## src/rtl/uart_word_loader.sv

```systemverilog
// uart_word_loader: 8N1 UART receiver that packs bytes little-endian into 32-bit words and
// strobes them to program ROM / data RAM. Optional idle timeout via `UPG_IDLE_TIMEOUT_EN.
module uart_word_loader #(
    parameter int CLKS_PER_BIT   = 87,
    parameter int WORD_COUNT     = 32768,
    parameter int TIMEOUT_CYCLES = 1000000
) (
    input  logic        upg_clk_i,
    input  logic        upg_rst_n_i,
    input  logic        upg_rx_i,
    output logic        upg_clk_o,
    output logic        upg_wen_o,
    output logic [14:0] upg_adr_o,
    output logic [31:0] upg_dat_o,
    output logic        upg_done_o,
    output logic        upg_frame_err_o
);

    localparam int               CNT_W    = $clog2(CLKS_PER_BIT);
    localparam logic [CNT_W-1:0] CNT_HALF = CNT_W'(CLKS_PER_BIT / 2);
    localparam logic [CNT_W-1:0] CNT_LAST = CNT_W'(CLKS_PER_BIT - 1);
    localparam logic [14:0]      LAST_ADR = 15'(WORD_COUNT - 1);

    if (CLKS_PER_BIT < 4 || WORD_COUNT < 1 || WORD_COUNT > 32768 || TIMEOUT_CYCLES < 1) begin : g_bad_params
        $error("uart_word_loader: illegal parameter value");
    end

    typedef enum logic [1:0] {IDLE, START, DATA, STOP} rx_state_e;

    logic             rx_meta_q, rx_s_q;
    rx_state_e        state_q, state_d;
    logic [CNT_W-1:0] cnt_q, cnt_d;
    logic [2:0]       bit_idx_q, bit_idx_d;
    logic [7:0]       shift_q, shift_d;
    logic             byte_valid;
    logic             frame_err_q, frame_err_d;

    logic [31:0]      word_q, word_d;
    logic [1:0]       byte_idx_q, byte_idx_d;
    logic [14:0]      wptr_q, wptr_d;
    logic [14:0]      adr_q, adr_d;
    logic [31:0]      dat_q, dat_d;
    logic             wen_q, wen_d;
    logic             done_q, done_d;

`ifdef UPG_IDLE_TIMEOUT_EN
    localparam int                IDLE_W    = $clog2(TIMEOUT_CYCLES + 1);
    localparam logic [IDLE_W-1:0] IDLE_LAST = IDLE_W'(TIMEOUT_CYCLES - 1);
    logic [IDLE_W-1:0] idle_cnt_q, idle_cnt_d;
    logic              seen_byte_q, seen_byte_d;
`endif

    assign upg_clk_o = upg_clk_i;

    // The line idles high, so the synchroniser resets to 1 to avoid a false start bit.
    always_ff @(posedge upg_clk_i) begin
        if (!upg_rst_n_i) begin
            rx_meta_q <= 1'b1;
            rx_s_q    <= 1'b1;
        end else begin
            rx_meta_q <= upg_rx_i;
            rx_s_q    <= rx_meta_q;
        end
    end

    // RX bit-timing FSM
    always_comb begin
        // NOTE: every output of this block gets a default first, so no path can infer a latch.
        state_d     = state_q;
        cnt_d       = cnt_q;
        bit_idx_d   = bit_idx_q;
        shift_d     = shift_q;
        byte_valid  = 1'b0;
        frame_err_d = 1'b0;
        case (state_q)
            IDLE: begin
                if (!rx_s_q) begin
                    state_d = START;
                    cnt_d   = '0;
                end
            end
            START: begin
                if (cnt_q == CNT_HALF) begin
                    cnt_d     = '0;
                    bit_idx_d = '0;
                    state_d   = rx_s_q ? IDLE : DATA;
                end else begin
                    cnt_d = cnt_q + 1'b1;
                end
            end
            DATA: begin
                if (cnt_q == CNT_LAST) begin
                    cnt_d     = '0;
                    shift_d   = {rx_s_q, shift_q[7:1]};
                    bit_idx_d = bit_idx_q + 3'd1;
                    if (bit_idx_q == 3'd7) state_d = STOP;
                end else begin
                    cnt_d = cnt_q + 1'b1;
                end
            end
            STOP: begin
                if (cnt_q == CNT_LAST) begin
                    cnt_d   = '0;
                    state_d = IDLE;
                    if (rx_s_q) byte_valid  = 1'b1;
                    else        frame_err_d = 1'b1;
                end else begin
                    cnt_d = cnt_q + 1'b1;
                end
            end
            default: state_d = IDLE;
        endcase
    end

    // Word assembler, write pointer and completion
    always_comb begin
        word_d     = word_q;
        byte_idx_d = byte_idx_q;
        wptr_d     = wptr_q;
        adr_d      = adr_q;
        dat_d      = dat_q;
        wen_d      = 1'b0;
        done_d     = done_q;
        if (byte_valid && !done_q) begin
            word_d[{byte_idx_q, 3'b000} +: 8] = shift_q;
            byte_idx_d = byte_idx_q + 2'd1;
            if (byte_idx_q == 2'd3) begin
                wen_d  = 1'b1;
                dat_d  = {shift_q, word_q[23:0]};
                adr_d  = wptr_q;
                wptr_d = wptr_q + 15'd1;
                if (wptr_q == LAST_ADR) done_d = 1'b1;
            end
        end
`ifdef UPG_IDLE_TIMEOUT_EN
        idle_cnt_d  = idle_cnt_q;
        seen_byte_d = seen_byte_q | (byte_valid & ~done_q);
        if (state_q != IDLE) begin
            idle_cnt_d = '0;
        end else if (seen_byte_q && !done_q) begin
            if (idle_cnt_q == IDLE_LAST) begin
                done_d     = 1'b1;
                byte_idx_d = '0;
            end else begin
                idle_cnt_d = idle_cnt_q + 1'b1;
            end
        end
`endif
    end

    always_ff @(posedge upg_clk_i) begin
        // NOTE: state registers use non-blocking assignments so every flop samples pre-edge values.
        if (!upg_rst_n_i) begin
            state_q     <= IDLE;
            cnt_q       <= '0;
            bit_idx_q   <= '0;
            shift_q     <= '0;
            frame_err_q <= 1'b0;
            word_q      <= '0;
            byte_idx_q  <= '0;
            wptr_q      <= '0;
            adr_q       <= '0;
            dat_q       <= '0;
            wen_q       <= 1'b0;
            done_q      <= 1'b0;
        end else begin
            state_q     <= state_d;
            cnt_q       <= cnt_d;
            bit_idx_q   <= bit_idx_d;
            shift_q     <= shift_d;
            frame_err_q <= frame_err_d;
            word_q      <= word_d;
            byte_idx_q  <= byte_idx_d;
            wptr_q      <= wptr_d;
            adr_q       <= adr_d;
            dat_q       <= dat_d;
            wen_q       <= wen_d;
            done_q      <= done_d;
        end
    end

`ifdef UPG_IDLE_TIMEOUT_EN
    always_ff @(posedge upg_clk_i) begin
        if (!upg_rst_n_i) begin
            idle_cnt_q  <= '0;
            seen_byte_q <= 1'b0;
        end else begin
            idle_cnt_q  <= idle_cnt_d;
            seen_byte_q <= seen_byte_d;
        end
    end
`endif

    assign upg_wen_o       = wen_q;
    assign upg_adr_o       = adr_q;
    assign upg_dat_o       = dat_q;
    assign upg_done_o      = done_q;
    assign upg_frame_err_o = frame_err_q;

endmodule

```

## config.mk

```make
export PLATFORM = sky130hd
export DESIGN_NAME = uart_word_loader
export DESIGN_NICKNAME = d
export VERILOG_FILES = /design/src/rtl/uart_word_loader.sv
export SDC_FILE = /design/constraint.sdc
export NUM_CORES = 1
export LEC_CHECK = 0
export BUFFER_PORTS_ARGS = -buffer_cell sky130_fd_sc_hd__buf_4
export CAP_MARGIN = 25
export CORE_ASPECT_RATIO = 0.8
export CORE_UTILIZATION = 40
export CTS_BUF_LIST = sky130_fd_sc_hd__clkbuf_8
export DETAILED_ROUTE_END_ITERATION = 16
export PLACE_DENSITY = 0.54
export RECOVER_POWER = 25
export SYNTH_ARGS = -nofsm -noshare
export SYNTH_HDL_FRONTEND = slang
export SYNTH_SLANG_ARGS = --single-unit
```

## constraint.sdc

```tcl
create_clock -name upg_clk_i -period 2.3 [get_ports upg_clk_i]
set_input_delay 0.69 -clock upg_clk_i [delete_from_list [all_inputs] [get_ports upg_clk_i]]
set_output_delay 0.69 -clock upg_clk_i [all_outputs]
set_load 0.02 [all_outputs]
```

==> flow_metrics.env <==
export IMPL_status="finished clean"
export IMPL_die_x_um=123
export IMPL_ys_seq_area_frac=0.484
export IMPL_p_per_area_nw_per_um2=732
export IMPL_postCtsSetupBuffers=0
export IMPL_nets=621
export IMPL_syn_avg_cell_area_um2=8.52
export IMPL_place_congestion=0.801
export IMPL_cts_resized=0
export IMPL_cts_tree="built"
export IMPL_tns_ns=0
export IMPL_rsz0062_at_grt="false"
export IMPL_cp_max_fo=2
export IMPL_crit_buf_inv=3
export IMPL_drive_gt1_frac=0.130
export IMPL_ys_types=45
export IMPL_synth_warnings=0
export IMPL_num_io_pins=54
export IMPL_drt_iter0_markers=216
export IMPL_final_cell_mix="nand2_1, dfxtp_1, a21oi_1"
export IMPL_grtUsageTotal=0.191
export IMPL_core_um2=11100
export IMPL_top_usage_layer="met2"
export IMPL_netlist_area_leader_share=0.484
export IMPL_clock_latency_ns=0.53
export IMPL_cpMaxStageDelayCell="buf_4"
export IMPL_synth_seq_cells=113
export IMPL_grt_max_degree=50
export IMPL_hpwl_um=7140
export IMPL_setup_viol=0
export IMPL_clk_pin_slew_ns=0.06
export IMPL_cap_viol_max_count=0
export IMPL_max_vdd_ir_drop_v=0.000436
export IMPL_grt_ovfl_total=0
export IMPL_crit_chain="clkbuf_8 -> clkbuf_8 -> buf_4"
export IMPL_fp_dieH_um=98.6
export IMPL_rr_worst_depth=5
export IMPL_vias_per_cell=5.13
export IMPL_syn_inst=548
export IMPL_slew_headroom=0.554
export IMPL_multi_input_area_um2=2230
export IMPL_holdWs_ns=0.347
export IMPL_rows=34
export IMPL_dieArea_um2=12100
export IMPL_synth_top_area_cell="dfxtp_1"
export IMPL_grt_pass1_wl_um=18100
export IMPL_cp_common_cell="clkbuf_8"
export IMPL_drv_slew=0
export IMPL_cp_arrival_ns=1.52
export IMPL_routedWlPerCell_um=14.1
export IMPL_crit_type="clk2out"
export IMPL_synth_nets=561
export IMPL_portBuffers=53
export IMPL_seqCellArea_um2=2260
export IMPL_antenna_found_initial=0
export IMPL_cp_start_kind="clock port"
export IMPL_async_flop_share=0
export IMPL_final_common_cell="nand2_1"
export IMPL_grt_use_met3=0.0475
export IMPL_max_stage_delay_ns=0.14
export IMPL_globalRouteMet1Util=0.264
export IMPL_cp_required_ns=1.61
export IMPL_synth_top_cells_by_area="dfxtp_1, nand2_1, mux2i_1, a21oi_1, nand3_1"
export IMPL_holdPathStages=2
export IMPL_n_antenna_cell=0
export IMPL_tightest_slew_ns=0.665
export IMPL_ant_nets=0
export IMPL_setup_worst_path_end_class="output pin"
export IMPL_drc=0
export IMPL_grt_pass1_vias=3753
export IMPL_crit_cells=3
export IMPL_gr_usage_met2=0.280
export IMPL_via_count=3923
export IMPL_area_growth_pct=18.9
export IMPL_cp_top_family="buffers and inverters"
export IMPL_syn_cell_area_um2=4670
export IMPL_leakage_nw=2.04
export IMPL_synth_edff_count=0
export IMPL_fillers=1123
export IMPL_wirelength_um=10800
export IMPL_cts_hold_buf=0
export IMPL_drtPass1Iterations=4
export IMPL_skew_ns=0.0128
export IMPL_synth_main_ff_cell="dfxtp_1"
export IMPL_holdCritPathClass="in2reg"
export IMPL_final_hold_viol_count=0
export IMPL_initial_core_util=0.421
==> final cells by class <==
class,instances,share of cell area
Clock buffer,25,0.0608
Clock inverter,11,0.0200
Inverter,9,0.00608
Multi-Input combinational cell,391,0.401
Sequential cell,113,0.407
Tap cell,144,0.0324
Timing Repair Buffer,72,0.0723
==> metal layers <==
layer | vias to the layer above | wire, um
li1 | 2019 | -
met1 | 1815 | 5670
met2 | 76 | 4590
met3 | 13 | 381
met4 | 0 | 139
met5 | - | 0
==> Yosys cell counts, types with 2 or more instances <==
| library cell | instances |
|---|---|
| ha_1 | 10 |
| o211a_1 | 2 |
| o21a_1 | 4 |
| nor2_1 | 19 |
| nor4_1 | 4 |
| mux2i_1 | 34 |
| nand2b_1 | 4 |
| and2_1 | 3 |
| nand4_1 | 5 |
| o22ai_1 | 6 |
| or3_1 | 2 |
| a21oi_1 | 65 |
| a211oi_1 | 3 |
| nand2_2 | 3 |
| inv_1 | 8 |
| nand2_1 | 142 |
| nor4b_1 | 2 |
| or4_1 | 12 |
| nand3_1 | 31 |
| buf_6 | 2 |
| nor3_1 | 3 |
| clkbuf_1 | 25 |
| nor2b_1 | 2 |
| buf_2 | 7 |
| xnor2_1 | 3 |
| dfxtp_1 | 113 |
| o31ai_1 | 11 |
| nor3b_1 | 4 |
| and4_1 | 3 |
==> through the flow <==
step           power [W]   util  worst slack, ns  instance area (um^2)  std cells
3_5_place_dp     0.00212  0.473            0.155                  5250        730
4_1_cts          0.00413  0.513           0.0802                  5690        765
2_1_floorplan    0.00210      -            0.326                  4670        548
5_1_grt          0.00423  0.500           0.0374                  5550        765
6_report         0.00407  0.500           0.0867                  5550        765
3_3_place_gp     0.00212  0.473            0.230                  5250        730
==> report_power, final <==
part / internal (W) / leakage (nW) / switching, W / total, W
combinational: 0.0000140 / 0.896 / 0.0000491 / 0.0000631
clock: 0.00120 / 0.231 / 0.000845 / 0.00204
sequential: 0.00196 / 0.910 / 0.00000289 / 0.00196
total: 0.00317 / 2.04 / 0.000897 / 0.00407
==> kinds of logic (layout without fill, tap and decap cells) <==
group | count (synthesis) | after routing | share of synthesized area
flip-flops | 113 | 113 | 0.484
multiplexers | 34 | 34 | 0.0729
XOR/XNOR | 4 | 4 | 0.00750
AND/OR/NAND/NOR | 245 | 245 | 0.244
buffers and inverters | 44 | 117 | 0.0413
AO/OA/AOI/OAI | 98 | 98 | 0.123
adder cells (fa/ha/maj) | 10 | 10 | 0.0268
==> final timing paths <==
check / startpoint / to / slack, ns
max: upg_clk_i / upg_clk_o / 0.09
min: upg_rx_i / rx_meta_q$_SDFF_PN1_ / 0.35
max reg2reg: byte_idx_q[0]$_SDFFE_PN0P_ / wptr_q[13]$_SDFFE_PN0P_ / 0.15
min reg2reg: rx_meta_q$_SDFF_PN1_ / rx_s_q$_SDFF_PN1_ / 0.41
==> registers in the layout, indices dropped and copies added (netlist names), named ones only <==
| signal | cells |
|---|---|
| upg_dat_o | 32 |
| word_q | 24 |
| upg_adr_o | 15 |
| wptr_q | 15 |
| shift_q | 8 |
| cnt_q | 7 |
| bit_idx_q | 3 |
| byte_idx_q | 2 |
| rx_meta_q | 1 |
| rx_s_q | 1 |
| state_q | 1 |
| upg_done_o | 1 |
| upg_frame_err_o | 1 |
| upg_wen_o | 1 |
Power figures use the tool's default switching activity.
